<file path="config.mk">
export PLATFORM = sky130hd
export DESIGN_NAME = pattern_hflipper
export DESIGN_NICKNAME = d
export VERILOG_FILES = /design/src/rtl/pattern_hflipper_pkg.sv /design/src/rtl/pattern_hflipper_pixel_reverse_comb.sv /design/src/rtl/pattern_hflipper.sv
export SDC_FILE = /design/constraint.sdc
export NUM_CORES = 1
export LEC_CHECK = 0
export CAP_MARGIN = 30
export CORE_ASPECT_RATIO = 0.75
export CORE_MARGIN = 4
export CORE_UTILIZATION = 30
export CTS_CLUSTER_SIZE = 24
export DETAILED_ROUTE_END_ITERATION = 7
export PLACE_DENSITY = 0.75
export SYNTH_ARGS = -nofsm -noshare
export SYNTH_HDL_FRONTEND = slang
export SYNTH_SLANG_ARGS = --single-unit
</file>
<file path="constraint.sdc">
create_clock -name clk -period 1.33 [get_ports clk]
set_input_delay 0.266 -clock clk [delete_from_list [all_inputs] [get_ports clk]]
set_output_delay 0.266 -clock clk [all_outputs]
set_load 0.03 [all_outputs]
</file>
<file path="src/rtl/pattern_hflipper_pkg.sv">
`default_nettype none
// ============================================================================
//  Module      : pattern_hflipper_pkg
//  Description : Shared GPU pattern-line parameters and the pixel-field
//                index helper used by the horizontal-flip logic.
//  Revision    : 1.0 - initial release
// ============================================================================
package pattern_hflipper_pkg;

    // Pixels in one tile/sprite pattern line.
    localparam int PIXELS_PER_TILE = 8;
    // Colour-index width of one pixel.
    localparam int BPP             = 2;
    // Packed width of one pattern line.
    localparam int PATTERN_LINE_W  = PIXELS_PER_TILE * BPP;

    // Bit offset of the LSB of pixel i. Pixel 0 (leftmost) sits in the most
    // significant field, so the offset counts down as i increases.
    function automatic int field_offset(input int i, input int pixels, input int bpp);
        return (pixels - 1 - i) * bpp;
    endfunction

endpackage : pattern_hflipper_pkg
`default_nettype wire

</file>
<file path="src/rtl/pattern_hflipper_pixel_reverse_comb.sv">
`default_nettype none
// ============================================================================
//  Module      : pixel_reverse_comb
//  Description : Purely combinational horizontal mirror of one packed
//                pattern line. Whole BPP-bit fields are swapped end for end;
//                the bit order inside each pixel is left untouched.
//  Revision    : 1.0 - initial release
// ============================================================================
module pixel_reverse_comb #(
    parameter  int PIXELS = 8,
    parameter  int BPP    = 2,
    localparam int LINE_W = PIXELS * BPP
) (
    input  logic [LINE_W-1:0] pattern,
    input  logic              hflip,
    output logic [LINE_W-1:0] line
);
    import pattern_hflipper_pkg::*;

    logic [LINE_W-1:0] w_reversed;

    // Output pixel i takes input pixel PIXELS-1-i, moved as an entire field.
    generate
        for (genvar i = 0; i < PIXELS; i++) begin : g_pixel
            assign w_reversed[field_offset(i, PIXELS, BPP) +: BPP] =
                pattern[field_offset(PIXELS - 1 - i, PIXELS, BPP) +: BPP];
        end
    endgenerate

    // Select mirrored or pass-through line.
    always_comb begin
        line = pattern;
        if (hflip) begin
            line = w_reversed;
        end
    end

endmodule : pixel_reverse_comb
`default_nettype wire

</file>
<file path="src/rtl/pattern_hflipper.sv">
`default_nettype none
// ============================================================================
//  Module      : pattern_hflipper
//  Description : Horizontal-flip unit for one pattern line between pattern
//                memory and the background scanline memory. Provides a
//                zero-latency combinational result and a one-cycle
//                registered copy qualified by valid_q.
//  Revision    : 1.0 - initial release
// ============================================================================
module pattern_hflipper #(
    parameter  int PIXELS = pattern_hflipper_pkg::PIXELS_PER_TILE,
    parameter  int BPP    = pattern_hflipper_pkg::BPP,
    localparam int LINE_W = PIXELS * BPP
) (
    input  logic              clk,
    input  logic              rst,
    input  logic [LINE_W-1:0] pattern,
    input  logic              hflip,
    output logic [LINE_W-1:0] line,
    input  logic              in_valid,
    output logic [LINE_W-1:0] line_q,
    output logic              valid_q
);
    import pattern_hflipper_pkg::*;

    logic [LINE_W-1:0] w_line;
    logic [LINE_W-1:0] r_line;
    logic              r_valid;

    // Single shared field-reversal network feeds both output paths.
    pixel_reverse_comb #(
        .PIXELS (PIXELS),
        .BPP    (BPP)
    ) u_reverse (
        .pattern (pattern),
        .hflip   (hflip),
        .line    (w_line)
    );

    assign line = w_line;

    // Registered copy: the data register loads every cycle independent of
    // in_valid, so an unknown in_valid can never reach line_q.
    always_ff @(posedge clk or posedge rst) begin
        if (rst) begin
            r_line  <= '0;
            r_valid <= 1'b0;
        end else begin
            r_line  <= w_line;
            r_valid <= in_valid;
        end
    end

    assign line_q  = r_line;
    assign valid_q = r_valid;

endmodule : pattern_hflipper
`default_nettype wire

</file>
Yosys cells after proc, flatten, opt, wreduce, memory -nomap -nowiden
Cells that the tools add are included.
{"block": "totals", "regBits": 17, "inputBits": 20, "output_inout_bits": 33, "wordCells": 3}
{"block": "op_classes", "mux": 1}
{"operator": "16-bit two-way mux", "n": 1}

Longest topological paths before layout
Gate-level depths: netlist of the first run.
{"block": "depth", "depth_word": 1, "mapped_depth": 3, "ltp_nobuf": 1}

By module
Synthesis of the first run repeated with hierarchy kept, for this count alone.
{"block": "unflattened", "hier_cells": 36, "area_unflattened_um2": 678.2}
{"module": "pattern_hflipper", "instances": 1, "cells_per_inst": 18, "area_each_um2": 429.2, "seq_area_each_um2": 425.4}
{"module": "pixel_reverse_comb", "instances": 1, "cells_per_inst": 18, "area_each_um2": 249.0, "seq_area_each_um2": 0.0}

Worst setup path after synthesis of the first run
OpenSTA, ideal clock, no wires.
{"block": "synth_timing", "kind": "input port to output port", "from": "input hflip", "to": "output line[10]", "arrival_time_ns": 0.870, "t_required_ns": 1.064, "slack_ns": 0.194, "cell_stages": 3, "path_buffers": 2, "path_cell_list": "buf_6 buf_12 mux2_4"}
{"block": "synth_between", "elab_chain_cells": 1}
{"element": "start: declaration", "line_no": "pattern_hflipper.sv:18", "text": "input logic hflip,"}
{"element": "16-bit two-way mux", "line_no": "pattern_hflipper_pixel_reverse_comb.sv:33", "text": "if (hflip) begin"}
{"element": "end: declaration", "line_no": "pattern_hflipper.sv:19", "text": "output logic [LINE_W-1:0] line,"}
No other way between the ends.

Worst setup path in the final report of the first run
{"block": "layout_timing", "from": "register r_line[15], in the netlist line_q[15]", "to": "output line_q[15]"}
{"element": "start: declaration", "line_no": "pattern_hflipper.sv:27", "text": "logic [LINE_W-1:0] r_line;"}
{"element": "start signal: assignment", "line_no": "pattern_hflipper.sv:49", "text": "r_line <= w_line;"}
{"element": "end: declaration", "line_no": "pattern_hflipper.sv:21", "text": "output logic [LINE_W-1:0] line_q,"}
No word-level cell between the ends.

==> flow_results.org, run 1 <==
** Worst setup path
- Cell family with the largest share of critical-path delay :: buffers and inverters
- Endpoint kind of the worst setup timing path :: primary output
- Cell chain of the critical path :: dlygate4sd2_1
- Peak per-stage delay on the critical path :: 0.39 ns
- Cell at the slowest stage of the critical path :: dlygate4sd2_1
- The number of buffers and inverters on the critical path is 1.
- At the worst endpoint, the required time is 1.06 ns.
- Data arrival time at the worst-slack endpoint :: 1.02 ns
- Startpoint Class :: register
- In this run the worst path has a maximum fanout of 1.
- The critical path is of the register to primary output type.
- In this run the number of cells on the critical path is 1.

** Clock tree
- Number of clock buffers inserted by TritonCTS :: 3
- Clock transition time at the flip-flop clock pins of the worst setup and hold paths :: 0.10 ns
- The clock passes through at most 2 buffers.
- The root buffer cell chosen for the clock tree is clkbuf_4.
- Total of hold buffers inserted after clock tree synthesis :: 0
- In this run the number of H-tree levels came out at 1.
- TritonCTS built the clock tree.
- Clock net sink count :: 17

** Synthesis
- Number of instances in the synthesized netlist :: 36
- Area share of the largest cell type after synthesis :: 62.7%
- The share of the Yosys chip area taken by registers is 62.7%.
- Post-synth net total :: 56
- Multiplexer cells account for 32.1% of the synthesized area.
- After synthesis, the largest family of logic cells by area is multiplexers.
- Largest cells by area after synthesis :: dfrtp_1 (63%), mux2_4 (22%), mux2_2 (10%)
- Arithmetic-cell share of the synthesized area counting full adders, half adders and majority gates :: 0%
- Register bit count reported by yosys :: 17
- Synth Area in Compound Gates :: 0%
- Summing every instance area after synthesis gives 678 um^2.
- Counting distinct cell types in the post-synthesis netlist gives 6.
- Average cell area after synthesis :: 18.8 um^2
- The largest total area in the synthesized netlist belongs to dfrtp_1.
- After Yosys synthesis, and, or, nand and nor cells account for 0% of the synthesized area.
- The Yosys step of the flow raised 0 warnings.
- Of the total synthesized cell area, the portion taken by XOR and XNOR cells is 0%.

** Placement
- At the placement stage, the worst setup path has a slack of -0.791 ns.
- Input and output buffers added on the ports amount to 52.
- At the end of routability-driven placement, the weighted congestion stood at 0.683.
- In this run the cell area measured after placement is 0.00122 mm^2.

** STA
- Setup repair after global routing missed its margin :: no
- After routing, the total negative slack on setup checks comes to 0 ns.
- Hold slack :: 0.277 ns
- Of the available clock period, the critical path in the final layout requires 96.5%.
- After layout, the minimum clock period comes to 1.28 ns.
- Timing would allow up to 779 MHz.
- Final Setup Violations :: 0
- Worst slew margin relative to its limit :: 78.9%
- The final-report hold violation count was 0.
- Final slew viol count :: 0
- At the pin with the least slew margin, the transition time is 0.318 ns.
- Final worst setup slack :: 0.0465 ns

** Floorplanning
- The initialized floorplan defines 14 standard-cell rows.
- In this run the standard cell core region covers 0.00208 mm^2.
- Effective utilization at floorplan :: 32.5%
- Measured along the y axis, the die boundary spans 49.2 um.
- Num ports :: 53
- From left edge to right edge, the die measures 62.9 um.
- Total Die Area :: 0.00309 mm^2

** Power
- Combinational power share :: 35.6%
- For this design the static power due to leakage is 0.650 nW.
- Net switching is 32.4% of the power.
- Power per cell area :: 1020 mW/mm^2
- Sequential share of power :: 43.6%
- Total net switching power :: 0.417 mW
- The internal portion of the total power is 0.871 mW.
- Clk network pwr share :: 20.7%
- VDD sags by at most 0.568 mV.

** Routing
- After detailed routing, the number of remaining DRC violations is 0.
- Vias :: 521
- The detail route stage leaves a number of antenna-violating nets equal to 0.
- For this run, the detailed router's first-pass iteration total came to 2.
- Post-Route WL :: 1790 um
- After the first detailed-routing iteration, the DRC count stood at 12.
- WL/cell :: 15.0 um
- Avg Vias per Cell :: 4.38

** Global routing
- Overall global routing resource usage :: 12.2%
- The number of global-route vias before repair was 570.
- For this run the aggregate overflow at the end of global routing stands at 0.
- Largest net degree at the start of global routing :: 18
- Initial antenna violation count :: 0
- The first global-routing pass estimated 2890 um of wire.

** Layout
- NumNets Final :: 116
- Area overhead of the layout relative to synthesis :: 87.1%
- The finished cells cover 0.00127 mm^2.
- Number of inserted diodes :: 0
- Share of post-route cells with drive strength above 1 :: 44.2%
- Core Util, Final :: 60.9%

** Hold path
- The path class of the tightest hold or removal check is input port to async pin.

** Outcome
- Status :: finished clean

** Run
- Number of max-cap violations :: 0
[registers in the layout, indices dropped and copies added (netlist names)]
name	cells
line_q	16
valid_q	1
[cell usage after synthesis, drive strengths merged]
| cell type | number |
|---|---|
| buf | 2 |
| dfrtp | 17 |
| inv | 1 |
| mux2 | 16 |
[worst paths after layout]
| check | from | slack (ns) | to |
|---|---|---|---|
| min in group clk | hflip | 0.28 | line_q[1] |
| setup / recovery | line_q[15] | 0.05 | line_q[15] |
| max in group asynchronous | rst | 0.86 | line_q[7] |
| hold / removal | rst | 0.28 | valid_q |
[cell usage in the layout (no fill, tap or decap), drive strengths merged]
cell type	n
clkinv	1
clkdlybuf4s15	8
clkdlybuf4s50	2
inv	1
dlygate4sd2	25
dfrtp	17
clkbuf	3
buf	22
mux2	16
[cell type report]
type,instances,area (um^2)
Clock inverter,1,5.00
Clock buffer,3,22.5
Multi-Input combinational cell,16,236
Fill cell,168,816
Tap cell,24,30.0
Inverter,1,3.75
Sequential cell,17,425
Timing Repair Buffer,57,546
[through the flow]
step,power (mW),instances
finish,1.29,119
global route,1.35,119
CTS,1.31,120
detailed placement,1.05,116
global placement,1.04,116
floorplan,0.830,36
[power groups by stage]
| stage | Clock, mW | Sequential [mW] | Combinational, mW |
|---|---|---|---|
| finish | 0.267 | 0.562 | 0.459 |
| global route | 0.306 | 0.567 | 0.480 |
| CTS | 0.287 | 0.562 | 0.462 |
| detailed placement | 0 | 0.575 | 0.475 |
| global placement | 0 | 0.574 | 0.470 |
| floorplan | 0 | 0.656 | 0.173 |
[per-layer routing]
| layer | vias up | wire length [um] | share of wire, % | global-route usage, % |
|---|---|---|---|---|
| met1 | 251 | 722 | 40 | 13.5 |
| met3 | 2 | 87 | 4.9 | 3.46 |
| met5 | - | 0 | 0 | 0 |
| met4 | 0 | 26 | 1.5 | 5.49 |
| met2 | 29 | 951 | 53 | 21.5 |
| li1 | 239 | - | - | - |
[logic make-up after synthesis]
| logic type | count (synthesis) |
|---|---|
| buf+inv | 3 |
| flops | 17 |
| mux | 16 |
[what timing repair did]
action | 4_1_cts | 5_1_grt
setup buffers | 1 | 0
endpoints found under the setup margin | 33 | 17
resized for setup | 94 | 9
Note: power is estimated with default switching activity, not from simulation.
==> run 2: changes to the inputs <==
Settings changed: CTS_BUF_LIST from default to sky130_fd_sc_hd__clkbuf_8 sky130_fd_sc_hd__clkbuf_16, PLACE_DENSITY 0.75 to 0.78.
==> run 2 against run 1 <==
Total power grew 8.5%. Via count grew 0.38%. Clock power grew 43%. Hold slack improved by 0.043 ns. Combinational power fell by 1%. Sequential share of layout area fell by 0.29 points. Critical path depth is 3 higher. Largest cell class unchanged. Highest routed layer unchanged.
==> flow_results.org, run 2 (synthesized netlist as in run 1, its figures left out) <==
** Layout
- Post-route non-filler standard cell count :: 117 (-1.7%)
- Most used cells in the layout excluding fill and tap cells :: dlygate4sd2_1 (31), dfrtp_1 (17), mux2_4 (14)
- The number of fillers in the final layout was 168 (unchanged).
- The count of nets after finishing came to 114 (-1.7%).
- The flip-flop count of the largest register after layout is 16 (unchanged).
- The fraction of final layout cells sized beyond drive strength 1 was 43.0% (-1.2 points).
- Number of inserted diodes :: 0 (unchanged)
- Area overhead of the layout relative to synthesis :: 88.7%
- Most frequent standard cell in the layout excluding fill and tap cells :: dlygate4sd2_1

** Worst setup path
- The required time at the worst-slack endpoint came to 1.06 ns (about the same).
- The worst setup path is captured at a primary output.
- STA classifies the critical path startpoint as an input port.
- Critical path start-end classification :: input port to primary output
- Worst-path fanout max :: 7 (+6)
- Data arrival time at the worst-slack endpoint :: 1.01 ns (about the same)

** Floorplanning
- Core Rows :: 14 (unchanged)
- Total core area :: 0.00208 mm^2 (unchanged)
- Die width :: 62.9 um (unchanged)
- Num ports :: 53 (unchanged)
- The die extent in y was 49.2 um (unchanged).
- Total Die Area :: 0.00309 mm^2 (unchanged)
- Effective utilization at floorplan :: 32.5% (unchanged)

** Hold path
- The path class of the tightest hold or removal check is input port to async pin.

** STA
- The final-report hold violation count was 0 (unchanged).
- Maximum operating frequency :: 781 MHz (+0.22%)
- Final worst setup slack :: 0.0493 ns (+0.00280 ns)
- The max-slew violation count came to 0 (unchanged).
- Period utilisation layout :: 96.3% (-0.21 points)
- The time the final worst path needs with I/O delays and setup was 1.28 ns (-0.00280 ns).
- Final Setup Violations :: 0 (unchanged)
- Setup repair after global routing left no endpoint under its margin.
- The worst slew slack as a fraction of its limit was 78.8% (-0.098 points).
- The worst hold slack across all endpoints was 0.321 ns (+0.0433 ns).
- The slew at the pin closest to its max-slew limit is 0.320 ns (+0.00147 ns).

** Power
- Power per cell area :: 1090 mW/mm^2 (+7.6%)
- The logic gate share of total power was 32.4% (-3.2 points).
- Standby leakage power :: 0.672 nW (+3.4%)
- Total power of the final layout :: 1.40 mW (+8.5%)
- The part of the total power dissipated in sequential elements was 40.3% (-3.3 points).
- Sw frac :: 31.1% (-1.3 points)
- Clk network pwr share :: 27.4% (+6.7 points)
- Peak supply drop :: 0.389 mV (-31%)
- Internal Pwr Total :: 0.963 mW (+11%)
- The net switching power came to 0.435 mW (+4.2%).

** Routing
- The final routed DRC violation total is 0 (unchanged).
- The detailed-route via count was 523 (+0.38%).
- The number of DRC markers in iteration 0 came to 16 (+4).
- Router iterations before antenna repair :: 2 (unchanged)
- The via density per instance was 4.47 (+2.1%).
- Post-Route WL :: 1740 um (-2.7%)
- The average detailed-routed wire length per instance is 14.9 um (-1.1%).
- DRT antenna net count :: 0 (unchanged)

** Clock tree
- The TritonCTS buffer count is 3 (unchanged).
- Clock net sink count :: 17 (unchanged)
- Clock transition time at the flip-flop clock pins of the worst setup and hold paths :: 0.07 ns (-0.03 ns)
- TritonCTS clock tree :: done
- Number of H-tree branching levels :: 1 (unchanged)
- The root buffer cell chosen for the clock tree is clkbuf_8.
- Worst-case clock buffer depth :: 2 (unchanged)
- The buffers inserted during post-CTS setup optimization came to 0 (-1).

** Run
- Number of max-cap violations :: 0 (unchanged)

** Global routing
- The wire length of the first global-routing pass was 2790 um (-3.4%).
- The total global routing overflow was 0 (unchanged).
- Largest net degree at the start of global routing :: 18 (unchanged)
- The overall global routing resource usage was 11.9% (-0.28 points).
- The initial antenna violation count came to 0 (unchanged).
- Vias in the first global route :: 563 (-1.2%)

** Placement
- Final weighted congestion in routability-driven placement :: 0.616 (-9.8%)
- The pre-CTS setup slack is -0.829 ns (-0.0381 ns).
- Placed instance count :: 112 (-3.4%)
- The count of input and output buffers is 52 (unchanged).

** Outcome
- Status :: finished clean
-- run 2: cell types whose count changed in the layout (fill, tap and decap cells not counted), sizes merged --
cell | before | now
dlymetal6s2s | 0 | 2
clkbuf | 3 | 4
clkdlybuf4s15 | 8 | 0
dlygate4sd2 | 25 | 31
buf | 22 | 19
-- run 2: stage by stage --
stage	cell area [um^2]	util [%]	setup TNS, ns
after floorplan	678	-	0
after global placement	1180	56.8	-14.82
after detailed placement	1180	56.8	-15.01
after CTS	1240	59.4	-0.269
after global routing	1280	61.4	0
final	1280	61.4	0
-- run 2: timing repair --
action / 4_1_cts / 5_1_grt
gates resized for setup: 79 / 10
endpoints found under the setup margin: 44 / 7
cloned: 0 / 1
hold buffers: 0 / 0
-- run 2: critical path, stage by stage --
cell and delay, ns:
buf_6 0.13, clkbuf_16 0.16, mux2_4 0.31, buf_6 0.14
-- run 2: power by group through the flow --
stage	Combinational, mW	Clock (mW)	Sequential (mW)
after floorplan	0.173	0	0.656
after global placement	0.457	0	0.574
after detailed placement	0.464	0	0.576
after CTS	0.444	0.398	0.564
after global routing	0.476	0.426	0.567
final	0.453	0.382	0.563
-- run 2: worst max-delay path by stage --
stage,from,endpoint,slack [ns],cells past startpoint
6_report,hflip,line[8],0.05,4
5_1_grt,hflip,line[12],0.03,4
4_1_cts,pattern[0],line[14],-0.21,3
3_5_place_dp,hflip,line[14],-0.83,3
3_3_place_gp,hflip,line[14],-0.81,3
2_1_floorplan,hflip,line[10],0.19,3
-- run 2: routing by layer --
metal / part of all wire (%) / wire (um) / vias up / track usage (%)
li1: - / - / 235 / -
met1: 37 / 638 / 251 / 10.8
met2: 51 / 887 / 35 / 20.8
met3: 11 / 196 / 2 / 8.06
met4: 0.86 / 15 / 0 / 4.40
met5: 0 / 0 / - / 0
-- run 2: cell type report --
| class | count | area [um^2] | share of cell area [%] |
|---|---|---|---|
| tap | 24 | 30.0 | 2.35 |
| timing repair buffer | 55 | 542 | 42.3 |
| inverter | 1 | 3.75 | 0.293 |
| clock inverter | 1 | 5.00 | 0.391 |
| clock buffer | 3 | 41.3 | 3.23 |
| sequential | 17 | 425 | 33.2 |
| multi-input combinational | 16 | 233 | 18.2 |
